[config.mk]
export PLATFORM = sky130hd
export DESIGN_NAME = control_sequencer
export DESIGN_NICKNAME = d
export VERILOG_FILES = /design/src/rtl/ttm4_pkg.sv /design/src/rtl/step_sync.sv /design/src/rtl/control_sequencer.sv
export SDC_FILE = /design/constraint.sdc
export NUM_CORES = 1
export LEC_CHECK = 0
export CORE_MARGIN = 3
export CORE_UTILIZATION = 46
export CTS_BUF_LIST = sky130_fd_sc_hd__clkbuf_4
export CTS_CLUSTER_DIAMETER = 30
export DETAILED_ROUTE_END_ITERATION = 12
export PLACE_DENSITY = 0.8
export RECOVER_POWER = 100
export SETUP_SLACK_MARGIN = 0.02
export SLEW_MARGIN = 20
export SYNTH_ARGS = -nofsm -noshare
export SYNTH_HDL_FRONTEND = slang
export SYNTH_SLANG_ARGS = --single-unit
export TNS_END_PERCENT = 10
[constraint.sdc]
create_clock -name CLK -period 1.5 [get_ports CLK]
set_input_delay 0.3 -clock CLK [delete_from_list [all_inputs] [get_ports CLK]]
set_output_delay 0.3 -clock CLK [all_outputs]
set_load 0.02 [all_outputs]
[src/rtl/ttm4_pkg.sv]
// Shared definitions for the TTM4 control sequencer: state encoding and opcodes.
package ttm4_pkg;

  typedef enum logic [1:0] {
    ST_WAIT  = 2'd0,
    ST_FETCH = 2'd1,
    ST_EXEC  = 2'd2,
    ST_WB    = 2'd3
  } state_e;

  localparam logic [3:0] OP_ADD_A_IM = 4'b0000;
  localparam logic [3:0] OP_MOV_A_B  = 4'b0001;
  localparam logic [3:0] OP_IN_A     = 4'b0010;
  localparam logic [3:0] OP_MOV_A_IM = 4'b0011;
  localparam logic [3:0] OP_MOV_B_A  = 4'b0100;
  localparam logic [3:0] OP_ADD_B_IM = 4'b0101;
  localparam logic [3:0] OP_IN_B     = 4'b0110;
  localparam logic [3:0] OP_MOV_B_IM = 4'b0111;
  localparam logic [3:0] OP_OUT_B    = 4'b1001;
  localparam logic [3:0] OP_OUT_IM   = 4'b1011;
  localparam logic [3:0] OP_JNC      = 4'b1110;
  localparam logic [3:0] OP_JMP      = 4'b1111;

endpackage

[src/rtl/step_sync.sv]
// Two-flop synchronizer plus rising-edge detector for the STEP push-button.
module step_sync (
  input  logic clk,
  input  logic rst_n,
  input  logic step_i,
  output logic step_rise_o
);

  logic       sync1_q, sync1_d;
  logic       sync2_q, sync2_d;
  logic       prev_q, prev_d;
  logic [2:0] fill_q, fill_d;

  always_comb begin
    sync1_d = step_i;
    sync2_d = sync1_q;
    prev_d  = sync2_q;
    fill_d  = {fill_q[1:0], 1'b1};
    // Edges are suppressed until prev_q holds a real post-reset sample, so a
    // button already held at reset release does not look like a press.
    step_rise_o = sync2_q & ~prev_q & fill_q[2];
  end

  always_ff @(posedge clk or negedge rst_n) begin
    if (!rst_n) begin
      sync1_q <= 1'b0;
      sync2_q <= 1'b0;
      prev_q  <= 1'b0;
      fill_q  <= '0;
    end else begin
      sync1_q <= sync1_d;
      sync2_q <= sync2_d;
      prev_q  <= prev_d;
      fill_q  <= fill_d;
    end
  end

endmodule

[src/rtl/control_sequencer.sv]
// TTM4 control sequencer: WAIT/FETCH/EXEC/WB FSM with bus-source and load-strobe decode.
module control_sequencer
  import ttm4_pkg::*;
(
  input  logic       CLK,
  input  logic       RST,
  input  logic       RUN,
  input  logic       STEP,
  input  logic [3:0] OPCODE,
  input  logic       CARRY_IN,
  output logic       nA_OUT,
  output logic       nB_OUT,
  output logic       nIN_OUT,
  output logic       nA_ST,
  output logic       nB_ST,
  output logic       nOUT_ST,
  output logic       nPC_LD,
  output logic       PC_INC,
  output logic       CFLAG,
  output logic [1:0] PHASE
);

  state_e     state_q, state_d;
  logic [3:0] ir_q, ir_d;
  logic       cflag_q, cflag_d;
  logic       step_rise;

  logic src_a, src_b, src_in;
  logic dst_a, dst_b, dst_out;
  logic jump_taken, busy;

  step_sync u_step_sync (
    .clk         (CLK),
    .rst_n       (RST),
    .step_i      (STEP),
    .step_rise_o (step_rise)
  );

  always_comb begin
    state_d = state_q;
    ir_d    = ir_q;
    cflag_d = cflag_q;
    unique case (state_q)
      ST_WAIT:  if (RUN || step_rise) state_d = ST_FETCH;
      ST_FETCH: begin
        state_d = ST_EXEC;
        ir_d    = OPCODE;
      end
      ST_EXEC:  state_d = ST_WB;
      ST_WB: begin
        cflag_d = CARRY_IN;
        state_d = RUN ? ST_FETCH : ST_WAIT;
      end
      default:  state_d = ST_WAIT;
    endcase
  end

  always_comb begin
    src_a   = 1'b0;
    src_b   = 1'b0;
    src_in  = 1'b0;
    dst_a   = 1'b0;
    dst_b   = 1'b0;
    dst_out = 1'b0;
    case (ir_q)
      OP_ADD_A_IM: begin src_a  = 1'b1; dst_a   = 1'b1; end
      OP_MOV_A_B:  begin src_b  = 1'b1; dst_a   = 1'b1; end
      OP_IN_A:     begin src_in = 1'b1; dst_a   = 1'b1; end
      OP_MOV_A_IM: dst_a = 1'b1;
      OP_MOV_B_A:  begin src_a  = 1'b1; dst_b   = 1'b1; end
      OP_ADD_B_IM: begin src_b  = 1'b1; dst_b   = 1'b1; end
      OP_IN_B:     begin src_in = 1'b1; dst_b   = 1'b1; end
      OP_MOV_B_IM: dst_b = 1'b1;
      OP_OUT_B:    begin src_b  = 1'b1; dst_out = 1'b1; end
      OP_OUT_IM:   dst_out = 1'b1;
      default:     ;
    endcase
    // JNC tests the flag as held before the WB edge updates it.
    jump_taken = (ir_q == OP_JMP) || ((ir_q == OP_JNC) && !cflag_q);
    busy       = (state_q == ST_EXEC) || (state_q == ST_WB);

    nA_OUT  = 1'b1;
    nB_OUT  = 1'b1;
    nIN_OUT = 1'b1;
    nA_ST   = 1'b1;
    nB_ST   = 1'b1;
    nOUT_ST = 1'b1;
    nPC_LD  = 1'b1;
    PC_INC  = 1'b0;
    if (busy) begin
      nA_OUT  = ~src_a;
      nB_OUT  = ~src_b;
      nIN_OUT = ~src_in;
    end
    if (state_q == ST_WB) begin
      nA_ST   = ~dst_a;
      nB_ST   = ~dst_b;
      nOUT_ST = ~dst_out;
      nPC_LD  = ~jump_taken;
      PC_INC  = ~jump_taken;
    end
    CFLAG = cflag_q;
    PHASE = state_q;
  end

  always_ff @(posedge CLK or negedge RST) begin
    if (!RST) begin
      state_q <= ST_WAIT;
      ir_q    <= '0;
      cflag_q <= 1'b0;
    end else begin
      state_q <= state_d;
      ir_q    <= ir_d;
      cflag_q <= cflag_d;
    end
  end

endmodule

==> impl_metrics.ini <==
[detailed_routing]
viasPerCell = 5.116
postRouteAntennaNets = 0
wl_um = 1276
wl_per_cell_um = 13.43
firstDrtPassIters = 4
remaining_drc_errors = 0
dr_total_vias = 486
drt_iter0_drc = 7

[timing]
period_needed_ps = 1714
finalMaxSlewViolations = 0
finalHoldViolCount = 0
worstMarginPinSlew_ps = 667.2
slew_headroom = 0.5552
setup_violations = 6
rsz0062_at_grt = yes
fmax_ghz = 0.5833
fin_crit_sh = 1.143
fin_ws_ps = -214.4
fin_worst_skew_ps = 1.637
tns_ps = -859.5

[logic_synthesis]
synth_fp_nets = 65
yosysSeqAreaShare = 0.5285
syn_inst = 51
yosysUniqueCellTypes = 21
synth_edf_count = 0
avgSynthCellArea_um2 = 12.07
synth_flop_cell = dfrtp_1
yosysWarnings = 0
async_flop_share = 1.000
ys_seq_elements = 13
netlist_area_um2 = 615.6

[floorplanning]
io_pins = 20
core_region_area_um2 = 1186
die_area_um2 = 1813
die_width_um = 42.58
rows = 12
die_height_um = 42.58
initial_core_util = 0.5190

[flow_run]
maxCapViolations = 0

[cts]
clkLatencyLatePin_ps = 280
clock-sinks = 13
cts_tree = built
root_buffer = clkbuf_4
ctsHoldBuffers = 0
path_clk_slew_ps = 80
htreeDepth = 1
clockBufferDepth = 2
cts_buffers = 3

[placed_design]
io_buffer_count = 19
dp_slack_ps = -387.4
finalWeightedCongestion = 0.7523
dp_hpwl_um = 917
dp.cells = 91

[pwr]
finalPower_w = 0.001856
powerDensity_nw_per_um2 = 2027
power_leakage_nw = 0.4202
ir_worst_vdd_v = 0.001446

[cells_and_area]
num-nets-final = 96
n_antenna_cell = 0
final_common_cell = dfrtp_1
layout-drive-gt1-share = 0.4321
layoutNonFillerInstCount = 95
final_cell_mix = dfrtp_1 (11), buf_4 (9), clkdlybuf4s50_1 (6)
area_delta_synth_final_pct = 48.78

[global_routing]
grt_max_degree = 14
antenna_found_initial = 0
grt_remaining_overflow = 0
track_usage = 0.1549
grt_pass1_wl_um = 2097
grt_pass1_vias = 487

[run_status]
violations = setup timing
outcome = finished, violations left

[critical_path]
worstPathRequired_ps = 1200
path_cells = ha_4 -> or3b_1 -> buf_2
crit_fanout = 6
crit_family = flip-flops
critPathKind = flop to output port
critPathCaptureType = output port
critPathArrivalTime_ps = 1410
crit_buf_inv = 1
cpMaxStageDelayCell = dfrtp_2
critPathLaunchType = flop
critical-path-max-stage-delay_ps = 430

[hold_path]
hold_class = flop to flop
## metrics by stage
step / hold slack [ps] / cell area (um2) / util
final: 353.4 / 915.9 / 0.7722
after detailed placement: 337.0 / 878.3 / 0.7405
after CTS: 309.6 / 887.1 / 0.7479
after global routing: 361.6 / 915.9 / 0.7722
after global placement: 331.7 / 878.3 / 0.7405
after floorplan: 4.409 / 618.1 / -
## metal layers
metal / vias up / share of wire / track usage
met5: - / 0 / 0
li1: 231 / - / -
met4: 0 / 0.0094 / 0.03727
met1: 238 / 0.41 / 0.1865
met2: 15 / 0.52 / 0.2553
met3: 2 / 0.063 / 0.06438
## worst register-to-register path: stages, from the launching register on
cell	delay, ps
dfrtp_2	460
buf_4	160
inv_2	70
ha_1	260
mux2_2	360
## worst paths after layout
check	start	end	depth (start not counted)	slack, ps
max in group asynchronous	RST	PHASE[1]$_DFFE_PN0P_	2	480
worst max-delay path	PHASE[1]$_DFFE_PN0P_	nA_ST	3	-210
worst min register to register	u_step_sync.fill_q[0]$_DFF_PN0_	u_step_sync.fill_q[1]$_DFF_PN0_	0	350
worst max register to register	PHASE[1]$_DFFE_PN0P_	ir_q[1]$_DFFE_PN0N_	4	80
min in group asynchronous	RST	CFLAG$_DFFE_PN0N_	2	550
worst min-delay path	u_step_sync.fill_q[0]$_DFF_PN0_	u_step_sync.fill_q[1]$_DFF_PN0_	0	350
## registers in the layout (all words and copies together), names as in the netlist
name / flops
u_step_sync.prev_d: 1
PHASE: 2
u_step_sync.sync1_q: 1
u_step_sync.fill_q: 3
CFLAG: 1
ir_q: 4
u_step_sync.prev_q: 1
## power by group
part / switching (W) / internal, W / leakage [nW]
clock network: 0.000115 / 0.0000990 / 0.0177
logic: 0.000506 / 0.000551 / 0.252
registers: 0.000120 / 0.000465 / 0.150
total: 0.000741 / 0.00112 / 0.420
## Yosys cell counts, types with 2 or more instances
master | instances | area, um2
dfrtp_1 | 13 | 325.3
ha_1 | 5 | 62.56
nand3b_1 | 2 | 15.01
mux2_2 | 4 | 45.04
inv_1 | 4 | 15.01
nand2_1 | 4 | 15.01
nand3_1 | 2 | 10.01
nor2_1 | 4 | 15.01
## area by class of cell
type,instances,area (um2)
multi-input combinational,33,297.8
fill,83,270.3
clock inverter,1,5.005
tap,14,17.52
clock buffer,3,22.52
inverter,4,15.01
timing repair buffer,27,230.2
sequential,13,327.8
## kinds of logic (layout without fill, tap and decap cells)
group,count (synthesis),after routing,synth area share
DFF,13,13,0.5285
AOI/OAI and AO/OA,5,5,0.05284
and+or+nand+nor,17,17,0.1768
other,1,1,0.006092
buffers and inverters,5,35,0.03658
adders and majority gates,5,5,0.1016
muxes,5,5,0.09755
## timing repair
item                       in CTS  in global routing
gates resized for setup        39                 18
pin swaps                       0                  3
setup endpoints to repair      11                 13
setup buffers                   0                  0
hold endpoints to repair        0                  0
Power figures use the tool's default switching activity.
